[src/rtl/rank_chime_if.sv]
// rank_chime_if: groups the chime's event inputs and audio/status outputs.
//   signal_sound_1..3 : toggle-protocol rank events (async to clk)
//   speaker           : square-wave audio drive
//   playing           : high while a tone is sounding
//   rank_playing      : rank of current tone (1..3), 0 when silent
// master = event source / listener side, slave = rank_chime itself.
interface rank_chime_if;
    logic       signal_sound_1;
    logic       signal_sound_2;
    logic       signal_sound_3;
    logic       speaker;
    logic       playing;
    logic [1:0] rank_playing;

    modport master (
        output signal_sound_1, signal_sound_2, signal_sound_3,
        input  speaker, playing, rank_playing
    );

    modport slave (
        input  signal_sound_1, signal_sound_2, signal_sound_3,
        output speaker, playing, rank_playing
    );
endinterface

[src/rtl/rank_chime.sv]
// rank_chime: three-rank priority chime. Each toggle on signal_sound_N
// queues one tone of rank N. Tones play one at a time in rank order
// (1 highest), each DURATION_CYCLES long, separated by GAP_CYCLES of
// silence when more are queued. A running tone is never preempted.
// Ports:
//   clk : system clock
//   rst : asynchronous active-high reset
//   bus : rank_chime_if.slave (event inputs, speaker/playing/rank_playing)
module rank_chime #(
    parameter int unsigned DURATION_CYCLES = 100_000_000,
    parameter int unsigned HALF_PERIOD_1   = 50_000,
    parameter int unsigned HALF_PERIOD_2   = 75_000,
    parameter int unsigned HALF_PERIOD_3   = 100_000,
    parameter int unsigned GAP_CYCLES      = 10_000_000
) (
    input  logic         clk,
    input  logic         rst,
    rank_chime_if.slave  bus
);
    localparam int unsigned MAX_A = (DURATION_CYCLES > GAP_CYCLES) ? DURATION_CYCLES : GAP_CYCLES;
    localparam int unsigned MAX_B = (HALF_PERIOD_1 > HALF_PERIOD_2) ? HALF_PERIOD_1 : HALF_PERIOD_2;
    localparam int unsigned MAX_C = (MAX_B > HALF_PERIOD_3) ? MAX_B : HALF_PERIOD_3;
    localparam int unsigned MAX_P = (MAX_A > MAX_C) ? MAX_A : MAX_C;
    localparam int unsigned CW    = $clog2(MAX_P + 1);

    typedef enum logic [1:0] {S_IDLE, S_PLAY, S_GAP} state_t;

    state_t        r_state;
    logic [2:0]    r_sync1;
    logic [2:0]    r_sync2;
    logic [2:0]    r_prev;
    logic [1:0]    r_arm;
    logic [2:0]    r_pend;
    logic [CW-1:0] r_cnt;
    logic [CW-1:0] r_half;
    logic          r_speaker;
    logic          r_playing;
    logic [1:0]    r_rank;

    logic [2:0]    w_sound;
    logic [2:0]    w_event;
    logic [2:0]    w_req;
    logic [2:0]    w_sel_mask;
    logic [1:0]    w_sel_rank;
    logic [CW-1:0] w_hp_last;

    assign w_sound = {bus.signal_sound_3, bus.signal_sound_2, bus.signal_sound_1};

    // Edges are masked until r_arm saturates, so an input already high at
    // reset release looks like a level, not a toggle.
    assign w_event    = (r_sync2 ^ r_prev) & {3{r_arm == 2'd3}};
    assign w_req      = r_pend | w_event;
    // Isolate lowest set bit: rank 1 wins over 2 over 3.
    assign w_sel_mask = w_req & (~w_req + 3'd1);

    always_comb begin
        w_sel_rank = 2'd0;
        if (w_req[0])      w_sel_rank = 2'd1;
        else if (w_req[1]) w_sel_rank = 2'd2;
        else if (w_req[2]) w_sel_rank = 2'd3;
    end

    always_comb begin
        w_hp_last = CW'(HALF_PERIOD_3 - 1);
        case (r_rank)
            2'd1:    w_hp_last = CW'(HALF_PERIOD_1 - 1);
            2'd2:    w_hp_last = CW'(HALF_PERIOD_2 - 1);
            default: w_hp_last = CW'(HALF_PERIOD_3 - 1);
        endcase
    end

    always_ff @(posedge clk or posedge rst) begin
        if (rst) begin
            r_sync1 <= '0;
            r_sync2 <= '0;
            r_prev  <= '0;
            r_arm   <= '0;
        end else begin
            r_sync1 <= w_sound;
            r_sync2 <= r_sync1;
            r_prev  <= r_sync2;
            if (r_arm != 2'd3) r_arm <= r_arm + 2'd1;
        end
    end

    always_ff @(posedge clk or posedge rst) begin
        if (rst) begin
            r_state   <= S_IDLE;
            r_pend    <= '0;
            r_cnt     <= '0;
            r_half    <= '0;
            r_speaker <= 1'b0;
            r_playing <= 1'b0;
            r_rank    <= 2'd0;
        end else begin
            r_pend <= w_req;
            case (r_state)
                S_IDLE: begin
                    if (|w_req) begin
                        r_state   <= S_PLAY;
                        r_pend    <= w_req & ~w_sel_mask;
                        r_cnt     <= '0;
                        r_half    <= '0;
                        r_speaker <= 1'b1;
                        r_playing <= 1'b1;
                        r_rank    <= w_sel_rank;
                    end
                end
                S_PLAY: begin
                    if (r_cnt == CW'(DURATION_CYCLES - 1)) begin
                        r_state   <= (|w_req) ? S_GAP : S_IDLE;
                        r_cnt     <= '0;
                        r_half    <= '0;
                        r_speaker <= 1'b0;
                        r_playing <= 1'b0;
                        r_rank    <= 2'd0;
                    end else begin
                        r_cnt <= r_cnt + 1'b1;
                        if (r_half == w_hp_last) begin
                            r_half    <= '0;
                            r_speaker <= ~r_speaker;
                        end else begin
                            r_half <= r_half + 1'b1;
                        end
                    end
                end
                S_GAP: begin
                    // Pending never clears during a gap, so w_req is nonzero here.
                    if (r_cnt == CW'(GAP_CYCLES - 1)) begin
                        r_state   <= S_PLAY;
                        r_pend    <= w_req & ~w_sel_mask;
                        r_cnt     <= '0;
                        r_half    <= '0;
                        r_speaker <= 1'b1;
                        r_playing <= 1'b1;
                        r_rank    <= w_sel_rank;
                    end else begin
                        r_cnt <= r_cnt + 1'b1;
                    end
                end
                default: r_state <= S_IDLE;
            endcase
        end
    end

    assign bus.speaker      = r_speaker;
    assign bus.playing      = r_playing;
    assign bus.rank_playing = r_rank;
endmodule

[src/flat_wrapper.sv]
// flat-port wrapper written by rule: the top's interface ports become plain ports
module rank_chime_flat 
#(
    parameter int unsigned DURATION_CYCLES = 100_000_000,
    parameter int unsigned HALF_PERIOD_1   = 50_000,
    parameter int unsigned HALF_PERIOD_2   = 75_000,
    parameter int unsigned HALF_PERIOD_3   = 100_000,
    parameter int unsigned GAP_CYCLES      = 10_000_000
)
  (clk, rst, bus_signal_sound_1, bus_signal_sound_2, bus_signal_sound_3, bus_speaker, bus_playing, bus_rank_playing);
  rank_chime_if bus_i ();
  input  logic clk;
  input  logic rst;
  input wire logic [$bits(bus_i.signal_sound_1)-1:0] bus_signal_sound_1;
  input wire logic [$bits(bus_i.signal_sound_2)-1:0] bus_signal_sound_2;
  input wire logic [$bits(bus_i.signal_sound_3)-1:0] bus_signal_sound_3;
  output wire logic [$bits(bus_i.speaker)-1:0] bus_speaker;
  output wire logic [$bits(bus_i.playing)-1:0] bus_playing;
  output wire logic [$bits(bus_i.rank_playing)-1:0] bus_rank_playing;
  assign bus_i.signal_sound_1 = bus_signal_sound_1;
  assign bus_i.signal_sound_2 = bus_signal_sound_2;
  assign bus_i.signal_sound_3 = bus_signal_sound_3;
  assign bus_speaker = bus_i.speaker;
  assign bus_playing = bus_i.playing;
  assign bus_rank_playing = bus_i.rank_playing;
  rank_chime #(.DURATION_CYCLES(DURATION_CYCLES), .HALF_PERIOD_1(HALF_PERIOD_1), .HALF_PERIOD_2(HALF_PERIOD_2), .HALF_PERIOD_3(HALF_PERIOD_3), .GAP_CYCLES(GAP_CYCLES)) u_core (.clk(clk), .rst(rst), .bus(bus_i));
endmodule
[config.mk]
export PLATFORM = sky130hd
export DESIGN_NAME = rank_chime_flat
export DESIGN_NICKNAME = d
export VERILOG_FILES = /design/src/rtl/rank_chime_if.sv /design/src/rtl/rank_chime.sv /design/src/flat_wrapper.sv
export SDC_FILE = /design/constraint.sdc
export NUM_CORES = 1
export LEC_CHECK = 0
export CAP_MARGIN = 15
export CORE_MARGIN = 2
export CORE_UTILIZATION = 50
export CTS_BUF_LIST = sky130_fd_sc_hd__clkbuf_4 sky130_fd_sc_hd__clkbuf_8
export CTS_CLUSTER_DIAMETER = 100
export DETAILED_ROUTE_END_ITERATION = 6
export PLACE_DENSITY = 0.66
export SYNTH_ARGS = -nofsm -noshare
export SYNTH_HDL_FRONTEND = slang
export SYNTH_SLANG_ARGS = --single-unit
[constraint.sdc]
create_clock -name clk -period 4.9 [get_ports clk]
set_input_delay 0.49 -clock clk [delete_from_list [all_inputs] [get_ports clk]]
set_output_delay 0.49 -clock clk [all_outputs]
set_load 0.005 [all_outputs]
-- Word level (Yosys, flattened, before mapping)
Cells that the tools add are included.
- memories: 0
- memory bits (writable): 0
- register bits after elaboration: 74
- bits in read-only memories: 0
- bits in latches: 0
- input bits: 5
- output and inout bits: 4
- add/subtract/negate cells: 4
- shift-type cells: 0
- reductions and logical operators: 8
- mux-type cells: 31
- $lt $le $gt $ge: 0
- div/mod/pow operators: 0
- equality and inequality tests: 13
- bitwise operators: 8
- $mul: 0
- operator list (operator ; number):
    two-way mux 27 bit ; 6
    one-hot mux 27 bit (3 select lines) ; 2
    adder 27 x 1 -> 27 bit, second input constant ; 2
    one-hot mux 17 bit (2 select lines) ; 1
    == test 27 x 17 -> 1 bit ; 1
    == test 27 x 24 -> 1 bit, second input constant ; 1
    == test 27 bit, second input constant ; 1
    two-way mux 2 bit ; 10
    one-hot mux 2 bit (3 select lines) ; 2
    bitwise AND 3 bit ; 3
    AND reduction 4 bit ; 2
    == test 2 bit, second input constant ; 3
    two-way mux 3 bit ; 2
    inequality test 2 x 1 -> 1 bit, second input constant ; 3
    NOT 3 bit ; 2
    one-hot mux 1 bit (3 select lines) ; 2
    one-hot mux 3 bit (2 select lines) ; 1
    AND reduction 3 bit ; 2
    two-way mux 1 bit ; 5
    == test 2 x 1 -> 1 bit, second input constant ; 2
    adder 3 x 1 -> 3 bit, second input constant ; 1
    inequality test 3 x 1 -> 1 bit, second input constant ; 1
    bitwise OR 3 bit ; 1
    nonzero test 3 bit ; 1
    7 further kinds ; 7

-- Depth between registers and ports, before layout
Gate-level depths: netlist of the first run.
- word-level depth: 10
- mapped depth: 10

-- Least setup slack after synthesis of the first run
Ideal clock, no wire load.
- path kind: register to register
- from: reg u_core.r_cnt[11]
- to: reg u_core.r_half[9]
- setup time: 0.126 ns
- setup slack: 2.057 ns
- arrival time: 2.717 ns
- buffers on the path: 2
- cell stages (with the launch flop): 8
- path through: dfrtp_1 or4b_1 or4_1 buf_2 o41ai_4 nand3b_1 clkbuf_1 a221o_1
- cells in the longest elaborated chain, start to end: 3
- RTL lines (item ; line ; text):
    start, declared ; rank_chime.sv:34 ; logic [CW-1:0] r_cnt;
    start signal, assigned ; rank_chime.sv:118 ; r_cnt <= r_cnt + 1'b1;
    start signal, assigned ; rank_chime.sv:138 ; r_cnt <= r_cnt + 1'b1;
    == test 27 bit or == test 27 x 24 -> 1 bit (tied branches) ; rank_chime.sv:110, rank_chime.sv:129 ;
    two-way mux 27 bit or inequality test 2 x 1 -> 1 bit (tied branches) ; n/a ;
    one-hot mux 27 bit (3 select lines) or AND reduction 3 bit (tied branches) ; n/a ;
    end signal, assigned ; rank_chime.sv:123 ; r_half <= r_half + 1'b1;
    end, declared ; rank_chime.sv:35 ; logic [CW-1:0] r_half;
Parallel ways exist; a longest one is shown, timed or not.
A chain may end at the register's enable or synchronous reset.

-- Final worst setup path of the first run
- from: reg u_core.r_cnt[11]
- to: reg u_core.r_speaker, in the netlist u_core.bus.speaker
- cells in the longest elaborated chain, start to end: 3
- RTL lines (item ; line ; text):
    == test 27 bit or == test 27 x 24 -> 1 bit (tied branches) ; rank_chime.sv:110, rank_chime.sv:129 ;
    inequality test 3 x 1 -> 1 bit (no line) (tied with other cells) ; n/a ;
    AND reduction 4 bit (no line) or one-hot mux 1 bit (3 select lines) (tied branches) ; n/a ;
    end signal, assigned ; rank_chime.sv:121 ; r_speaker <= ~r_speaker;
    end, declared ; rank_chime.sv:36 ; logic r_speaker;
Parallel ways exist; a longest one is shown, timed or not.

==> results.md, run 1 <==
- Leak: 1.77 nW
- Synth area leaders: dfrtp_1 46%, a22o_1 4.3%, o21ai_0 4.1%
- Hold endpoint: u_core.r_sync2[2]
- Final core occ: 0.570
- Overflow after GRT: 0
- Hold Crit Start: u_core.r_sync1[2]
- Antenna cells: 0
- Vias after detailed routing: 3,364
- Tot GR Track Use: 0.227
- Clock tree buffer depth: 2
- Vias in the first global route: 3,373
- Die Area: 8850 µm²
- Flops & latches, synth: 74
- Vias per cell: 6.06
- Crit path kind: flop to flop
- Synth Area per Inst: 9.28 µm²
- Area of the mapped netlist: 4060 µm²
- DR DRC count: 0
- Clock Latency Late Sink: 350 ps
- Total Wirelength: 9040 µm
- CTS buffer count: 9
- Root Buffer: clkbuf_8
- Fin. Hold Viols: 0
- Reg clk slew, reported paths: 80 ps
- Routability Congestion: 0.855
- Core area: 7810 µm²
- R2R Path Start: u_core.r_cnt[11]
- Fill cell count: 699
- Placed cell areas: 4240 µm²
- Hold Slack: 354 ps
- Required @ worst endpoint: 5130 ps
- Worst-path fanout max: 12
- Clk pwr share: 0.262
- Psw: 0.734 mW
- Final min period: 3580 ps
- Starting density of the core: 0.519
- RSZ-0062 raised after global routing: no
- Largest net degree at the start of global routing: 48
- Chip height: 94.1 µm
- Leading area contributor after synthesis: dfrtp_1
- HP Class: flop to flop
- Nets: 462
- Ports: 9
- Clock skew: 13.2 ps
- Combinational Power Share: 0.371
- Flop pwr share: 0.367
- WL/cell: 16.3 µm
- Antenna violations before repair: 0
- # setup viols final: 0
- Fraction of layout instances using a drive strength above 1: 0.0684
- Std-Cell Rows: 32
- Worst Path Arrival: 3820 ps
- Drt pass-1 iters: 4
- CP Capture Type: flop
- Hold Path Depth: 0
- Max Freq: 0.279 GHz
- Synth unique cells: 54
- Worst slew pin tran: 977 ps
- Final period util: 0.731
- Worst flop-to-flop path endpoint: u_core.bus.speaker
- Slew HR: 0.348
- CTS tree: yes
- Port Buffers: 8
- Initial DRC count: 140
- H-Tree Depth: 3
- Peak VDD IR: 0.231 mV
- Sum of negative setup slack: 0 ps
- Worst r2r path cells: 6
- Design area: 4450 µm²
- Max-slew violations: 0
- Internal: 1.18 mW
- DP HPWL: 6230 µm
- Area grow syn2layout: 9.78%
- EDFF count, synth: 0
- Global-route wire length before repair: 15,700 µm
- Final ANT Viol Nets: 0
- Sw frac: 0.384
- Pwr/cell area: 430 nW/µm²
- TritonCTS Sinks: 74
- Status: complete, no violations
- Startpoint class of the critical path: flop
- Die width: 94.1 µm
- Fraction of registers with async set/reset: 1.00
- # Post-CTS Setup Buffers: 0
- Post-CTS Resized: 0
- Net count after synthesis: 451
- Top_reg_cell synth: dfrtp_1
- Post-synth top area share: 0.457
- Post-synthesis sequential area ratio: 0.457
- Synth warn: 0
- Max-cap viol count: 0
- CTS Hold Bufs: 0
- Cells after Synth: 437
- Reg2reg setup slack: 1320 ps
==> logic make-up (layout without fill, tap and decap cells) <==
logic type / count (synthesis) / count (layout) / synth area share
compound gates: 103 / 103 / 0.180
flops: 74 / 74 / 0.457
buf+inv: 24 / 40 / 0.0238
fa+ha+maj: 9 / 9 / 0.0278
xor+xnor: 19 / 19 / 0.0410
mux: 5 / 5 / 0.0133
simple gates: 203 / 203 / 0.257
==> cell usage after synthesis, drive strengths merged (4+ instances only) <==
| cell type | count |
|---|---|
| nand2b | 6 |
| a21oi | 10 |
| dfrtp | 74 |
| xor2 | 7 |
| nor2b | 5 |
| xnor2 | 12 |
| a21o | 9 |
| o31ai | 5 |
| nor2 | 43 |
| inv | 13 |
| nor3 | 18 |
| or4 | 4 |
| nand4 | 12 |
| and3 | 7 |
| clkbuf | 8 |
| nor4 | 13 |
| or3 | 6 |
| ha | 9 |
| nand2 | 42 |
| o21ai | 33 |
| nand3 | 31 |
| o31a | 6 |
| a22o | 20 |
==> per-layer routing <==
layer / wire length, µm / track usage / vias up
met1: 4240 / 0.302 / 1642
met2: 4310 / 0.357 / 67
li1: - / - / 1639
met5: 0 / 0 / -
met3: 327 / 0.0482 / 16
met4: 155 / 0.100 / 0
==> worst max-delay path, cell delays in order (launching register included) <==
cell	delay, ps
dfrtp_1	440
or4b_1	540
or4_1	530
o41ai_4	650
nand3b_1	520
nor2_2	420
mux2_2	370
==> sequential cells by signal (all words and copies together), names as in the netlist <==
| name | cells |
|---|---|
| u_core.bus.playing | 1 |
| u_core.bus.rank_playing | 2 |
| u_core.bus.speaker | 1 |
| u_core.r_arm | 2 |
| u_core.r_cnt | 27 |
| u_core.r_half | 27 |
| u_core.r_pend | 3 |
| u_core.r_prev | 3 |
| u_core.r_state | 2 |
| u_core.r_sync1 | 3 |
| u_core.r_sync2 | 3 |
==> layout by cell type, fill, tap and decap left out, drive strengths merged, types with 2 or more instances in the layout <==
master and instances:
xor2 7, or4bb 2, clkbuf 12, o21ai 33, and3 7, inv 13, a21oi 10, mux2i 2
or4 4, nand3b 3, nand3 31, nor4 13, o311ai 2, xnor2 12, o31a 6, nand2b 6
and2 3, buf 3, a22o 20, nand4 12, nor3 18, o41ai 2, or3 6, or4b 2
a21o 9, o22ai 3, ha 9, mux2 3, o31ai 5, clkdlybuf4s50 8, o21a 3, nor2 43
dfrtp 74, clkinvlp 2, nor2b 5, a2bb2oi 2, nand2 42
==> worst max path at each step <==
stage                         end              from
3_5_place_dp   u_core.bus.speaker  u_core.r_cnt[11]
3_3_place_gp   u_core.bus.speaker  u_core.r_cnt[11]
4_1_cts        u_core.bus.speaker  u_core.r_cnt[11]
2_1_floorplan    u_core.r_half[9]  u_core.r_cnt[11]
6_report       u_core.bus.speaker  u_core.r_cnt[11]
5_1_grt        u_core.bus.speaker  u_core.r_cnt[11]
==> power groups by stage <==
| stage | clock [mW] | sequential, mW | combinational [mW] |
|---|---|---|---|
| final | 0.501 | 0.703 | 0.709 |
| after global routing | 0.540 | 0.709 | 0.803 |
| after CTS | 0.507 | 0.703 | 0.707 |
| after detailed placement | 0 | 0.715 | 0.704 |
| after global placement | 0 | 0.711 | 0.702 |
| after floorplan | 0 | 0.705 | 0.520 |
==> stage by stage <==
step	std cells	setup WS [ps]	total power, mW
floorplan	437	2060	1.22
global placement	539	1470	1.41
detailed placement	539	1370	1.42
CTS	555	1350	1.92
global route	555	1150	2.05
finish	555	1320	1.91
==> layout make-up <==
cell class / count / area, µm² / share of cell area
multi-input cells: 339 / 2110 / 0.474
well taps: 102 / 128 / 0.0287
repair buffers: 11 / 103 / 0.0230
clock inverters: 4 / 50.0 / 0.0112
clock buffers: 12 / 159 / 0.0357
flip-flops and latches: 74 / 1850 / 0.416
inverters: 13 / 48.8 / 0.0110
Note: power is estimated with default switching activity, not from simulation.
==> inputs of run 2 (changes only) <==
==> constraint.sdc (replaced) <==
create_clock -name clk -period 3.6 [get_ports clk]
set_input_delay 0.36 -clock clk [delete_from_list [all_inputs] [get_ports clk]]
set_output_delay 0.36 -clock clk [all_outputs]
set_load 0.005 [all_outputs]
==> results.md, run 2 (synthesis results as in run 1) <==
- Reg clk slew, reported paths: 80 ps
- Total power: 2.71 mW
- Area grow syn2layout: 11.1%
- DR DRC count: 0
- Sum of negative setup slack: 0 ps
- Port Buffers: 8
- CTS Hold Bufs: 0
- Chip height: 94.1 µm
- Largest registers: u_core.r_cnt: 27 flops, u_core.r_half: 27 flops
- Final ANT Viol Nets: 0
- Design area: 4500 µm²
- # setup viols final: 0
- Die width: 94.1 µm
- Global-route wire length before repair: 16,000 µm
- Antenna cells: 0
- H-Tree Depth: 3
- Placed cell areas: 4280 µm²
- Max-cap viol count: 0
- Critical Path Start: u_core.r_cnt[11]
- Initial DRC count: 190
- Final min period: 3040 ps
- Fraction of layout instances using a drive strength above 1: 0.0746
- Hold Slack: 357 ps
- Worst-path fanout max: 12
- R2R Path Start: u_core.r_cnt[11]
- Clock tree buffer depth: 2
- Routability Congestion: 0.867
- Antenna violations before repair: 0
- TritonCTS Sinks: 74
- Clock Latency Late Sink: 360 ps
- # Post-CTS Setup Buffers: 0
- Peak VDD IR: 0.436 mV
- Die Area: 8850 µm²
- Final period util: 0.843
- Vias in the first global route: 3,413
- CTS buffer count: 9
- Ports: 9
- HP Class: flop to flop
- Crit path kind: flop to flop
- Fin. Hold Viols: 0
- Tot GR Track Use: 0.231
- Worst slew pin tran: 753 ps
- Nets: 465
- DP HPWL: 6520 µm
- Slew HR: 0.496
- Pwr/cell area: 601 nW/µm²
- Root Buffer: clkbuf_8
- Most frequent cells in the layout: 74 x dfrtp_1, 41 x nor2_1, 41 x nand2_1
- Starting density of the core: 0.519
- RSZ-0062 raised after global routing: no
- Post-CTS Resized: 0
- CP Capture Type: flop
- Max-slew violations: 0
- WL/cell: 16.7 µm
- Core area: 7810 µm²
- Most common cell after layout, fill and taps aside: dfrtp_1
- Required @ worst endpoint: 3840 ps
- CTS tree: yes
- Drt pass-1 iters: 4
- Status: complete, no violations
- Clock skew: 13.8 ps
- Worst Path Arrival: 3270 ps
- Overflow after GRT: 0
- Hold Crit Start: u_core.r_sync1[2]
- Startpoint class of the critical path: flop
- Final core occ: 0.577
- Std-Cell Rows: 32
- Vias per cell: 6.14
- Largest net degree at the start of global routing: 44
- Vias after detailed routing: 3,425
- Max Freq: 0.329 GHz
- Leak: 1.80 nW
- Total Wirelength: 9310 µm
[run 2: changes by cell type in the layout (fill, tap and decap cells not counted), sizes merged]
| cell | previous run | this run |
|---|---|---|
| inv | 13 | 14 |
| buf | 3 | 6 |
| bufinv | 1 | 2 |
| clkbuf | 12 | 10 |
[run 2: area by class of cell]
cell class	count	area, µm²
clock inverter	6	88.8
inverter	13	48.8
fill	693	3300
tap	102	128
clock buffer	10	138
multi-input combinational	339	2110
sequential	74	1850
timing repair buffer	14	138
[run 2: through the flow]
stage | setup slack [ps] | std cells
global route | 414 | 558
global placement | 645 | 542
floorplan | 757 | 437
CTS | 575 | 558
finish | 564 | 558
detailed placement | 596 | 542
[run 2: power breakdown]
part	switching, mW	total [mW]	internal (mW)
Sequential	0.0576	0.955	0.898
Clock	0.327	0.738	0.410
Combinational	0.640	1.01	0.373
Total	1.03	2.71	1.68
[run 2: worst max-delay path: stages, from the launching register on]
cell      delay [ps]
dfrtp_1          430
or4b_1           540
or4_1            550
o41ai_4          440
nand3b_1         120
buf_4            210
nor2_2           270
mux2_2           370
[run 2: final timing paths]
| kind | endpoint | slack, ps | cells past startpoint |
|---|---|---|---|
| worst max-delay path | u_core.bus.speaker | 560 | 7 |
| worst min-delay path | u_core.r_sync2[2] | 360 | 0 |
| max in group asynchronous | u_core.r_half[23] | 2490 | 3 |
| min in group asynchronous | u_core.r_sync1[1] | 430 | 2 |
| worst min register to register | u_core.r_sync2[2] | 360 | 0 |
| worst max register to register | u_core.bus.speaker | 560 | 7 |
[run 2: per-layer routing]
metal	wire length [µm]	GRT usage	part of all wire	up-vias
met4	167	0.0749	0.018	0
met3	389	0.0602	0.042	19
met5	0	0	0	-
li1	-	-	-	1638
met2	4580	0.385	0.49	75
met1	4170	0.292	0.45	1693
